$ cat config.mk
export PLATFORM = sky130hd
export DESIGN_NAME = score_record_manager
export DESIGN_NICKNAME = d
export VERILOG_FILES = /design/src/rtl/score_record_manager_pkg.sv /design/src/rtl/score_record_manager_div3.sv /design/src/rtl/score_record_manager.sv
export SDC_FILE = /design/constraint.sdc
export NUM_CORES = 2
export LEC_CHECK = 0
export ABC_AREA = 1
export CAP_MARGIN = 30
export CORE_MARGIN = 5
export CORE_UTILIZATION = 40
export DETAILED_ROUTE_END_ITERATION = 16
export DONT_BUFFER_PORTS = 1
export GPL_ROUTABILITY_DRIVEN = 0
export PLACE_DENSITY = 0.51
export RECOVER_POWER = 100
export SLEW_MARGIN = 20
export SYNTH_ARGS = -nofsm -noshare
export SYNTH_HDL_FRONTEND = slang
export SYNTH_SLANG_ARGS = --single-unit
$ cat constraint.sdc
create_clock -name clk -period 10.9 [get_ports clk]
set_input_delay 1.09 -clock clk [delete_from_list [all_inputs] [get_ports clk]]
set_output_delay 1.09 -clock clk [all_outputs]
set_load 0.01 [all_outputs]
$ cat src/rtl/score_record_manager_pkg.sv
// Shared definitions for the score record manager: widths, FSM encoding and
// the record-file index helper.
package score_record_manager_pkg;

  // Default width of one stored score.
  localparam int SRM_SCORE_W = 41;

  // Record file geometry: 4 users x 3 storable songs.
  localparam int SRM_USERS = 4;
  localparam int SRM_SONGS = 3;
  localparam int SRM_RECS  = SRM_USERS * SRM_SONGS;

  // Song index 2'b11 is the summary view and is never stored.
  localparam logic [1:0] SRM_SUMMARY_SONG = 2'b11;

  typedef enum logic [2:0] {
    SRM_IDLE  = 3'd0,
    SRM_WRITE = 3'd1,
    SRM_SUM   = 3'd2,
    SRM_DIV   = 3'd3,
    SRM_DONE  = 3'd4
  } srm_state_e;

  // Flat record index user*3 + song; only meaningful for song < 3.
  function automatic logic [3:0] rec_idx(input logic [1:0] user, input logic [1:0] song);
    return {1'b0, user, 1'b0} + {2'b00, user} + {2'b00, song};
  endfunction

endpackage

$ cat src/rtl/score_record_manager_div3.sv
// Serial restoring divide-by-3. One quotient bit per cycle, MSB first.
// The dividend is known to be below 3 * 2^QUO_W, so only the low QUO_W
// quotient bits can be non-zero and only those are kept.
module serial_div3
  import score_record_manager_pkg::*;
#(
  parameter int DVD_W = SRM_SCORE_W + 2,
  parameter int QUO_W = SRM_SCORE_W
) (
  input  logic             clk,
  input  logic             rst_n,
  input  logic             start_i,
  input  logic [DVD_W-1:0] dividend_i,
  output logic             busy_o,
  output logic             done_o,
  output logic [QUO_W-1:0] quotient_o
);

  localparam int CW = $clog2(DVD_W);

  logic [DVD_W-1:0] dvd_q, dvd_d;
  logic [QUO_W-2:0] quo_q, quo_d;
  logic [1:0]       rem_q, rem_d;
  logic [CW-1:0]    cnt_q, cnt_d;
  logic             busy_q, busy_d;

  // Trial step: remainder shifted left with the next dividend bit (3 bits of headroom).
  logic [2:0] trial;
  logic       q_bit;
  logic [1:0] rem_next;

  // Compute the current quotient bit and the next remainder.
  always_comb begin
    trial    = {rem_q, dvd_q[DVD_W-1]};
    q_bit    = (trial >= 3'd3);
    rem_next = q_bit ? 2'(trial - 3'd3) : trial[1:0];
  end

  // Next-state logic: load on start, otherwise shift one bit per busy cycle.
  always_comb begin
    dvd_d  = dvd_q;
    quo_d  = quo_q;
    rem_d  = rem_q;
    cnt_d  = cnt_q;
    busy_d = busy_q;
    if (start_i) begin
      dvd_d  = dividend_i;
      quo_d  = '0;
      rem_d  = '0;
      cnt_d  = CW'(DVD_W - 1);
      busy_d = 1'b1;
    end else if (busy_q) begin
      dvd_d = {dvd_q[DVD_W-2:0], 1'b0};
      quo_d = quotient_o[QUO_W-2:0];
      rem_d = rem_next;
      cnt_d = cnt_q - 1'b1;
      if (cnt_q == '0) begin
        busy_d = 1'b0;
      end
    end
  end

  // Divider state registers.
  always_ff @(posedge clk or negedge rst_n) begin
    if (!rst_n) begin
      dvd_q  <= '0;
      quo_q  <= '0;
      rem_q  <= '0;
      cnt_q  <= '0;
      busy_q <= 1'b0;
    end else begin
      dvd_q  <= dvd_d;
      quo_q  <= quo_d;
      rem_q  <= rem_d;
      cnt_q  <= cnt_d;
      busy_q <= busy_d;
    end
  end

  // The final bit is produced combinationally so the full quotient is
  // available in the same cycle as done_o.
  assign quotient_o = {quo_q, q_bit};
  assign busy_o     = busy_q;
  assign done_o     = busy_q && (cnt_q == '0);

endmodule

$ cat src/rtl/score_record_manager.sv
// Owner of the 4-user x 3-song score records: captures finished learning
// runs, serves a combinational read port and computes per-user averages.
module score_record_manager
  import score_record_manager_pkg::*;
#(
  parameter int SCORE_W   = SRM_SCORE_W,
  parameter int KEEP_BEST = 0
) (
  input  logic               clk,
  input  logic               rst_n,
  input  logic               fin,
  input  logic [1:0]         wr_user,
  input  logic [1:0]         wr_song,
  input  logic [SCORE_W-1:0] wr_score,
  input  logic [1:0]         rd_user,
  input  logic [1:0]         rd_song,
  output logic [SCORE_W-1:0] rd_score,
  input  logic               avg_req,
  input  logic [1:0]         avg_user,
  output logic               busy,
  output logic               avg_valid,
  output logic [SCORE_W-1:0] avg_score,
  output logic               wr_done
);

  localparam int SUM_W = SCORE_W + 2;

  srm_state_e state_q, state_d;

  logic               fin_q;
  logic               pend_q;
  logic [1:0]         lat_user_q;
  logic [1:0]         lat_song_q;
  logic [SCORE_W-1:0] lat_score_q;
  logic [1:0]         avg_user_q, avg_user_d;
  logic [SCORE_W-1:0] avg_score_q, avg_score_d;
  logic               wr_done_q;

  logic [SCORE_W-1:0] rec_q [SRM_RECS];

  logic               fin_rise;
  logic               rec_we;
  logic               div_start;
  logic               div_busy;
  logic               div_done;
  logic [SCORE_W-1:0] div_quot;
  logic [SUM_W-1:0]   sum_w;
  logic [3:0]         wr_idx, rd_idx;

  assign fin_rise = fin && !fin_q;

  // Song 3 never addresses a record; clamp so the index stays in range.
  assign wr_idx = (lat_song_q == SRM_SUMMARY_SONG) ? 4'd0 : rec_idx(lat_user_q, lat_song_q);
  assign rd_idx = (rd_song == SRM_SUMMARY_SONG) ? 4'd0 : rec_idx(rd_user, rd_song);

  assign sum_w = {2'b00, rec_q[rec_idx(avg_user_q, 2'd0)]}
               + {2'b00, rec_q[rec_idx(avg_user_q, 2'd1)]}
               + {2'b00, rec_q[rec_idx(avg_user_q, 2'd2)]};

  // Edge detect on fin and latch the run; a new rise wins over the clear in WRITE.
  always_ff @(posedge clk or negedge rst_n) begin
    if (!rst_n) begin
      fin_q       <= 1'b0;
      pend_q      <= 1'b0;
      lat_user_q  <= '0;
      lat_song_q  <= '0;
      lat_score_q <= '0;
    end else begin
      fin_q <= fin;
      if (fin_rise) begin
        pend_q      <= 1'b1;
        lat_user_q  <= wr_user;
        lat_song_q  <= wr_song;
        lat_score_q <= wr_score;
      end else if (state_q == SRM_WRITE) begin
        pend_q <= 1'b0;
      end
    end
  end

  // FSM next state, record write enable and divider start.
  always_comb begin
    state_d     = state_q;
    avg_user_d  = avg_user_q;
    avg_score_d = avg_score_q;
    rec_we      = 1'b0;
    div_start   = 1'b0;
    case (state_q)
      SRM_IDLE: begin
        if (pend_q) begin
          state_d = SRM_WRITE;
        end else if (avg_req) begin
          avg_user_d = avg_user;
          state_d    = SRM_SUM;
        end
      end
      SRM_WRITE: begin
        rec_we  = (lat_song_q != SRM_SUMMARY_SONG)
               && ((KEEP_BEST == 0) || (lat_score_q > rec_q[wr_idx]));
        state_d = SRM_IDLE;
      end
      SRM_SUM: begin
        div_start = 1'b1;
        state_d   = SRM_DIV;
      end
      SRM_DIV: begin
        if (div_done) begin
          avg_score_d = div_quot;
          state_d     = SRM_DONE;
        end else if (!div_busy) begin
          // Divider lost its job; recover rather than hang.
          state_d = SRM_IDLE;
        end
      end
      SRM_DONE: begin
        // A write that arrived during the average is serviced immediately.
        state_d = pend_q ? SRM_WRITE : SRM_IDLE;
      end
      default: state_d = SRM_IDLE;
    endcase
  end

  // FSM and result registers.
  always_ff @(posedge clk or negedge rst_n) begin
    if (!rst_n) begin
      state_q     <= SRM_IDLE;
      avg_user_q  <= '0;
      avg_score_q <= '0;
      wr_done_q   <= 1'b0;
    end else begin
      state_q     <= state_d;
      avg_user_q  <= avg_user_d;
      avg_score_q <= avg_score_d;
      wr_done_q   <= (state_q == SRM_WRITE);
    end
  end

  // Record file: one register per storable {user, song} entry.
  for (genvar gi = 0; gi < SRM_RECS; gi++) begin : g_rec
    // Commit the latched score into this entry when it is addressed.
    always_ff @(posedge clk or negedge rst_n) begin
      if (!rst_n) begin
        rec_q[gi] <= '0;
      end else if (rec_we && (wr_idx == 4'(gi))) begin
        rec_q[gi] <= lat_score_q;
      end
    end
  end

  serial_div3 #(
    .DVD_W (SUM_W),
    .QUO_W (SCORE_W)
  ) u_div3 (
    .clk        (clk),
    .rst_n      (rst_n),
    .start_i    (div_start),
    .dividend_i (sum_w),
    .busy_o     (div_busy),
    .done_o     (div_done),
    .quotient_o (div_quot)
  );

  assign rd_score  = (rd_song == SRM_SUMMARY_SONG) ? '0 : rec_q[rd_idx];
  assign busy      = (state_q != SRM_IDLE);
  assign avg_valid = (state_q == SRM_DONE);
  assign avg_score = avg_score_q;
  assign wr_done   = wr_done_q;

endmodule

-- Word level (Yosys, flattened, before mapping)
Cells that the tools add are included.
- register bits after elaboration: 678
- input bits: 55
- logic and storage cells: 128
- add/sub/neg operators: 11
- $lt $le $gt $ge: 5
- equality and inequality tests: 20
- muxes and demuxes: 37
- bitwise operators: 5
- reductions and logical operators: 24
- operators by type and width (kind ; count):
    41-bit binary-select mux with 4-bit select ; 4
    41-bit 2-to-1 mux ; 9
    43-bit 2-to-1 mux ; 2
    40-bit 2-to-1 mux ; 2
    42-bit by 41-bit adder with 43-bit output ; 1
    41-bit by 41-bit adder with 42-bit output ; 1
    5-bit >= comparator, second input constant ; 4
    4-bit inverter with 5-bit output ; 4
    4-bit by 3-bit == test with 1-bit output, second input constant ; 4
    4-bit == test, second input constant ; 4
    1-bit logical AND ; 14
    3-bit by 2-bit adder with 4-bit output ; 3
    3-bit 2-to-1 mux ; 4
    6-bit 2-to-1 mux ; 2
    3-bit case mux with 4 select lines ; 1
    4-bit by 2-bit adder with 4-bit output ; 2
    4-bit by 2-bit == test with 1-bit output, second input constant ; 2
    1-bit 2-to-1 mux ; 8
    4-bit 2-to-1 mux ; 2
    3-bit by 2-bit == test with 1-bit output, second input constant ; 2
    6-bit zero test ; 1
    2-bit 2-to-1 mux ; 3
    3-bit != test, second input constant ; 2
    6-bit by 1-bit subtractor with 6-bit output, second input constant ; 1
    other kinds (17) ; 20

-- Logic depth before layout (Yosys ltp)
- depth after elaboration: 9
- mapped depth: 31

-- By module
From an unflattened synthesis, not the netlist that was laid out.
- cell total of the unflattened synthesis: 6119
- area, all modules: 42988.7 µm²
- by module, submodules not included (module ; times used ; cells an instance ; area each (µm²)):
    score_record_manager ; 1 ; 5697 ; 38826.0
    serial_div3 ; 1 ; 422 ; 4162.7

-- Least setup slack after synthesis
No wires, ideal clock.
- path kind: reg2reg
- from: register avg_user_q[0]
- to: register u_div3.dvd_q[41]
- data arrival time: 4955 ps
- setup slack: 5827 ps
- cell stages (with the launch flop): 29
- period minus slack after synthesis: 5073 ps
- cell sequence: dfrtp_1 buf_2 inv_1 buf_2 buf_2 clkbuf_1 buf_2 ha_1 inv_1 buf_2 clkbuf_1 clkbuf_1 o21ai_0 o21ai_0 a22oi_1 fa_1 inv_1 ha_1 fa_1 nand3_1 nand3_1 nand2_1 nand2_1 nand2_1 nand3_1 nand2_1 nand3_1 nand3_1 nand2_1
- longest elaborated chain between the ends: 9
- elaborated cells on any way between the ends: 18
- classes of those cells: add/sub: 5; mux: 10; bitwise: 3
- RTL lines (element ; line ; RTL):
    from (decl) ; score_record_manager.sv:35 ; logic [1:0] avg_user_q, avg_user_d;
    from (signal assigned) ; score_record_manager.sv:132 ; avg_user_q <= avg_user_d;
    3-bit by 2-bit adder with 4-bit output (*) ; score_record_manager_pkg.sv:26 ; return {1'b0, user, 1'b0} + {2'b00, user} + {2'b00, song};
    4-bit by 1-bit adder with 4-bit output ; score_record_manager_pkg.sv:26 ;
    4-bit inverter with 5-bit output (not written as such) ; score_record_manager.sv:57 ; + {2'b00, rec_q[rec_idx(avg_user_q, 2'd1)]}
    41-bit binary-select mux with 4-bit select ; score_record_manager.sv:57 ;
    41-bit 2-to-1 mux (not written as such) (2 in a row) ; score_record_manager.sv:57 ;
    41-bit by 41-bit adder with 42-bit output ; score_record_manager.sv:57 ;
    42-bit by 41-bit adder with 43-bit output (*) ; score_record_manager.sv:58 ; + {2'b00, rec_q[rec_idx(avg_user_q, 2'd2)]};
    43-bit 2-to-1 mux (*) ; score_record_manager_div3.sv:46 ; if (start_i) begin
    to (signal assigned) ; score_record_manager_div3.sv:72 ; dvd_q <= dvd_d;
    to (decl) ; score_record_manager_div3.sv:21 ; logic [DVD_W-1:0] dvd_q, dvd_d;
Mark *: on every way between the ends. The rest lies on a longest branch, timed or not. The select of a mux whose other input is x is not followed.
A chain may end at the register's enable or synchronous reset.

-- Worst setup path after layout
- from: input port rd_user[0]
- to: output port rd_score[32]
- longest elaborated chain between the ends: 8
- RTL lines (element ; line ; RTL):
    from (decl) ; score_record_manager.sv:15 ; input logic [1:0] rd_user,
    3-bit by 2-bit adder with 4-bit output ; score_record_manager_pkg.sv:26 ;
    4-bit by 2-bit adder with 4-bit output ; score_record_manager_pkg.sv:26 ;
    4-bit 2-to-1 mux ; score_record_manager.sv:54 ; assign rd_idx = (rd_song == SRM_SUMMARY_SONG) ? 4'd0 : rec_idx(rd_user, rd_song);
    4-bit inverter with 5-bit output (not written as such) ; score_record_manager.sv:163 ; assign rd_score = (rd_song == SRM_SUMMARY_SONG) ? '0 : rec_q[rd_idx];
    41-bit binary-select mux with 4-bit select ; score_record_manager.sv:163 ;
    41-bit 2-to-1 mux (not written as such) (2 in a row) ; score_record_manager.sv:163 ;
    41-bit 2-to-1 mux ; score_record_manager.sv:163 ;
    to (decl) ; score_record_manager.sv:17 ; output logic [SCORE_W-1:0] rd_score,
No other way between the ends. The select of a mux whose other input is x is not followed.

==> impl_metrics.yaml <==
setup_path:
  cpPeakStageDelay_ns: 2.61
  cpMaxStageDelayCell: "clkbuf_1"
  cp_data_arrival_time_ns: 7.79
  cp_common_cell: "nand2_1"
  worst-setup-path-type: "primary input to output port"
  endpoint_kind: "output port"
  path_delay_family: "buffers and inverters"
  rrSetupSlack_ns: 2.34
  crit_path_start_kind: "primary input"
  required_ns: 9.81
  crit_chain: "fa_1 -> ha_1 -> inv_4 -> nor2_4 -> clkbuf_1 -> o211ai_1 -> nand2_1 -> o21ai_0 -> nand2_1 -> a31oi_1"
  cp_num_buf_inv: 2
  crit_fanout: 39
logic_synthesis:
  synth_top_area_share_pct: 40.18
  ys_seq_area_share_pct: 40.18
  yosys.area.top_type: "dfrtp_1"
  ys.flop_type: "dfrtp_1"
  synthesis.area_sq_mm: 0.04223
  synth_fp_nets: 6193
  synth_seq_cells: 678
  yosysMostFrequentCell: "nand2_1"
  syn_area_per_cell_sq_um: 6.990
  synth_edf_count: 0
  synth.top_cells.by_count: "nand2_1 (1739), o21ai_0 (1230), dfrtp_1 (678), inv_1 (578), clkbuf_1 (365)"
  yosysUniqueCellTypes: 41
  synth-async-reset-ratio_pct: 100.0
  synth_warnings: 0
  netlist_instances: 6041
  synthTopCellsByArea: "dfrtp_1 (40%), nand2_1 (15%), o21ai_0 (15%)"
sta:
  max_freq_ghz: 0.1127
  hold_viol_final: 0
  tns_ns: 0
  skew_ns: 0.02358
  drv_slew: 1468
  finalSetupViolCount: 0
  rsz0062_at_grt: "no"
  period_needed_ns: 8.875
  period_share_pct: 81.43
  relSlewSlack_pct: -148.4
  tightest_slew_ns: 3.726
clocking:
  cts_setup_buffers: 0
  tritoncts: "yes"
  cts.sinks: 678
  numCtsBuffers: 84
  ctsHoldBuffers: 0
  cts_buffer_depth: 3
  root_buffer: "clkbuf_16"
  clk_pin_slew_ns: 0.06
  cts_max_level: 3
  ctsResizeCount: 0
  clkLatencyLatePin_ns: 0.67
drt:
  ant_nets: 0
  vias: 40290
  post_drt_via_cell_ratio: 5.608
  drt_iter0_markers: 4209
  wl_microns: 157700
  drc: 0
  drt_first_pass_iters: 6
  wl_per_cell_microns: 21.95
status:
  violations: "capacitance limit, slew limit"
  status: "finished with violations"
floorplanning:
  die_h_microns: 334.9
  coreArea_sq_mm: 0.1051
  die_w_microns: 334.9
  die-area_sq_mm: 0.1122
  start_util_pct: 40.17
  design.portCount: 140
  row_count: 119
job:
  drv_cap: 33
global_routing:
  grt-ovfl-total: 0
  antenna_found_initial: 3
  grt_pass1_wl_microns: 240100
  grt_max_degree: 679
  grt_util_all_layers_pct: 27.49
  grt_pass1_vias: 37820
cells_and_area:
  drive_gt1_share_pct: 3.747
  area_delta_synth_final_pct: 7.834
  fillers: 11120
  nNetsFinal: 5879
place:
  io_buffers: 0
  place_hpwl_microns: 94770
hold_path:
  hold_path_class: "primary input to asynchronous set/reset pin"
worst paths after layout:
| kind | from | endpoint | depth (start not counted) |
|---|---|---|---|
| setup / recovery | rd_user[0] | rd_score[32] | 10 |
| hold / removal | rst_n | avg_score[34] | 0 |
| setup reg to reg | avg_user_q[0] | u_div3.dvd_q[42] | 19 |
| hold reg to reg | rec_q[144] | rec_q[144] | 2 |
| max in group asynchronous | rst_n | rec_q[396] | 2 |
| min in group clk | fin | fin_q | 0 |
cell usage in the layout, fill, tap and decap left out, drive strengths merged, types with 51 or more instances in the layout:
cell and count:
a21oi 360, o22ai 71, dfrtp 678, nor2 299, nand3 115, clkbuf 141
nand2 1742, inv 585, a22oi 64, o211ai 142, o21ai 1254, ha 51
state kept, by name (all words and copies together), names as in the netlist, 2 cells and up:
signal and count:
u_div3.cnt_q 6, lat_song_q 2, lat_score_q 41, lat_user_q 2, u_div3.rem_q 2, avg_score 41
avg_user_q 2, rec_q 492, state_q 3, u_div3.dvd_q 43, u_div3.quo_q 40
cell families after synthesis:
| kind of cell | Yosys count | share of synthesized area (%) |
|---|---|---|
| AND/OR/NAND/NOR | 2181 | 19.99 |
| XOR/XNOR | 11 | 0.2281 |
| AO/OA/AOI/OAI | 2006 | 25.95 |
| buffers and inverters | 1049 | 9.505 |
| flip-flops | 678 | 40.18 |
| multiplexers | 19 | 0.4592 |
| adder cells (fa/ha/maj) | 97 | 3.692 |
routing by layer:
metal	share of wire (%)	track usage (%)	up-vias
met2	44	43.34	1426
met1	46	39.64	19300
met5	0	0	-
met3	7.1	4.097	275
met4	2.7	7.501	0
li1	-	-	19290
metrics by stage:
stage | setup WS, ns | util [%] | instances | area, sq um | hold slack [ns]
floorplan | 5.827 | - | 6041 | 42230 | 0.4524
global placement | 4.489 | 40.78 | 7027 | 42860 | 0.4666
detailed placement | 4.405 | 40.78 | 7027 | 42870 | 0.4727
CTS | 4.391 | 43.42 | 7178 | 45640 | 0.1079
global route | 1.925 | 43.32 | 7183 | 45530 | 0.1006
finish | 2.025 | 43.32 | 7185 | 45540 | 0.1346
final cells by class:
class	count	area [sq um]	share of cell area, %
Inverter	583	2208	4.850
Timing Repair Buffer	66	539.3	1.184
Clock inverter	33	316.6	0.6952
Antenna cell	2	5.005	0.01099
Tap cell	1391	1740	3.822
Sequential cell	678	16970	37.27
Clock buffer	118	2454	5.388
Multi-Input combinational cell	4314	21300	46.78
Power is not shown: default switching activity piles up to over one toggle a cycle in this logic, so the estimate is an artifact.
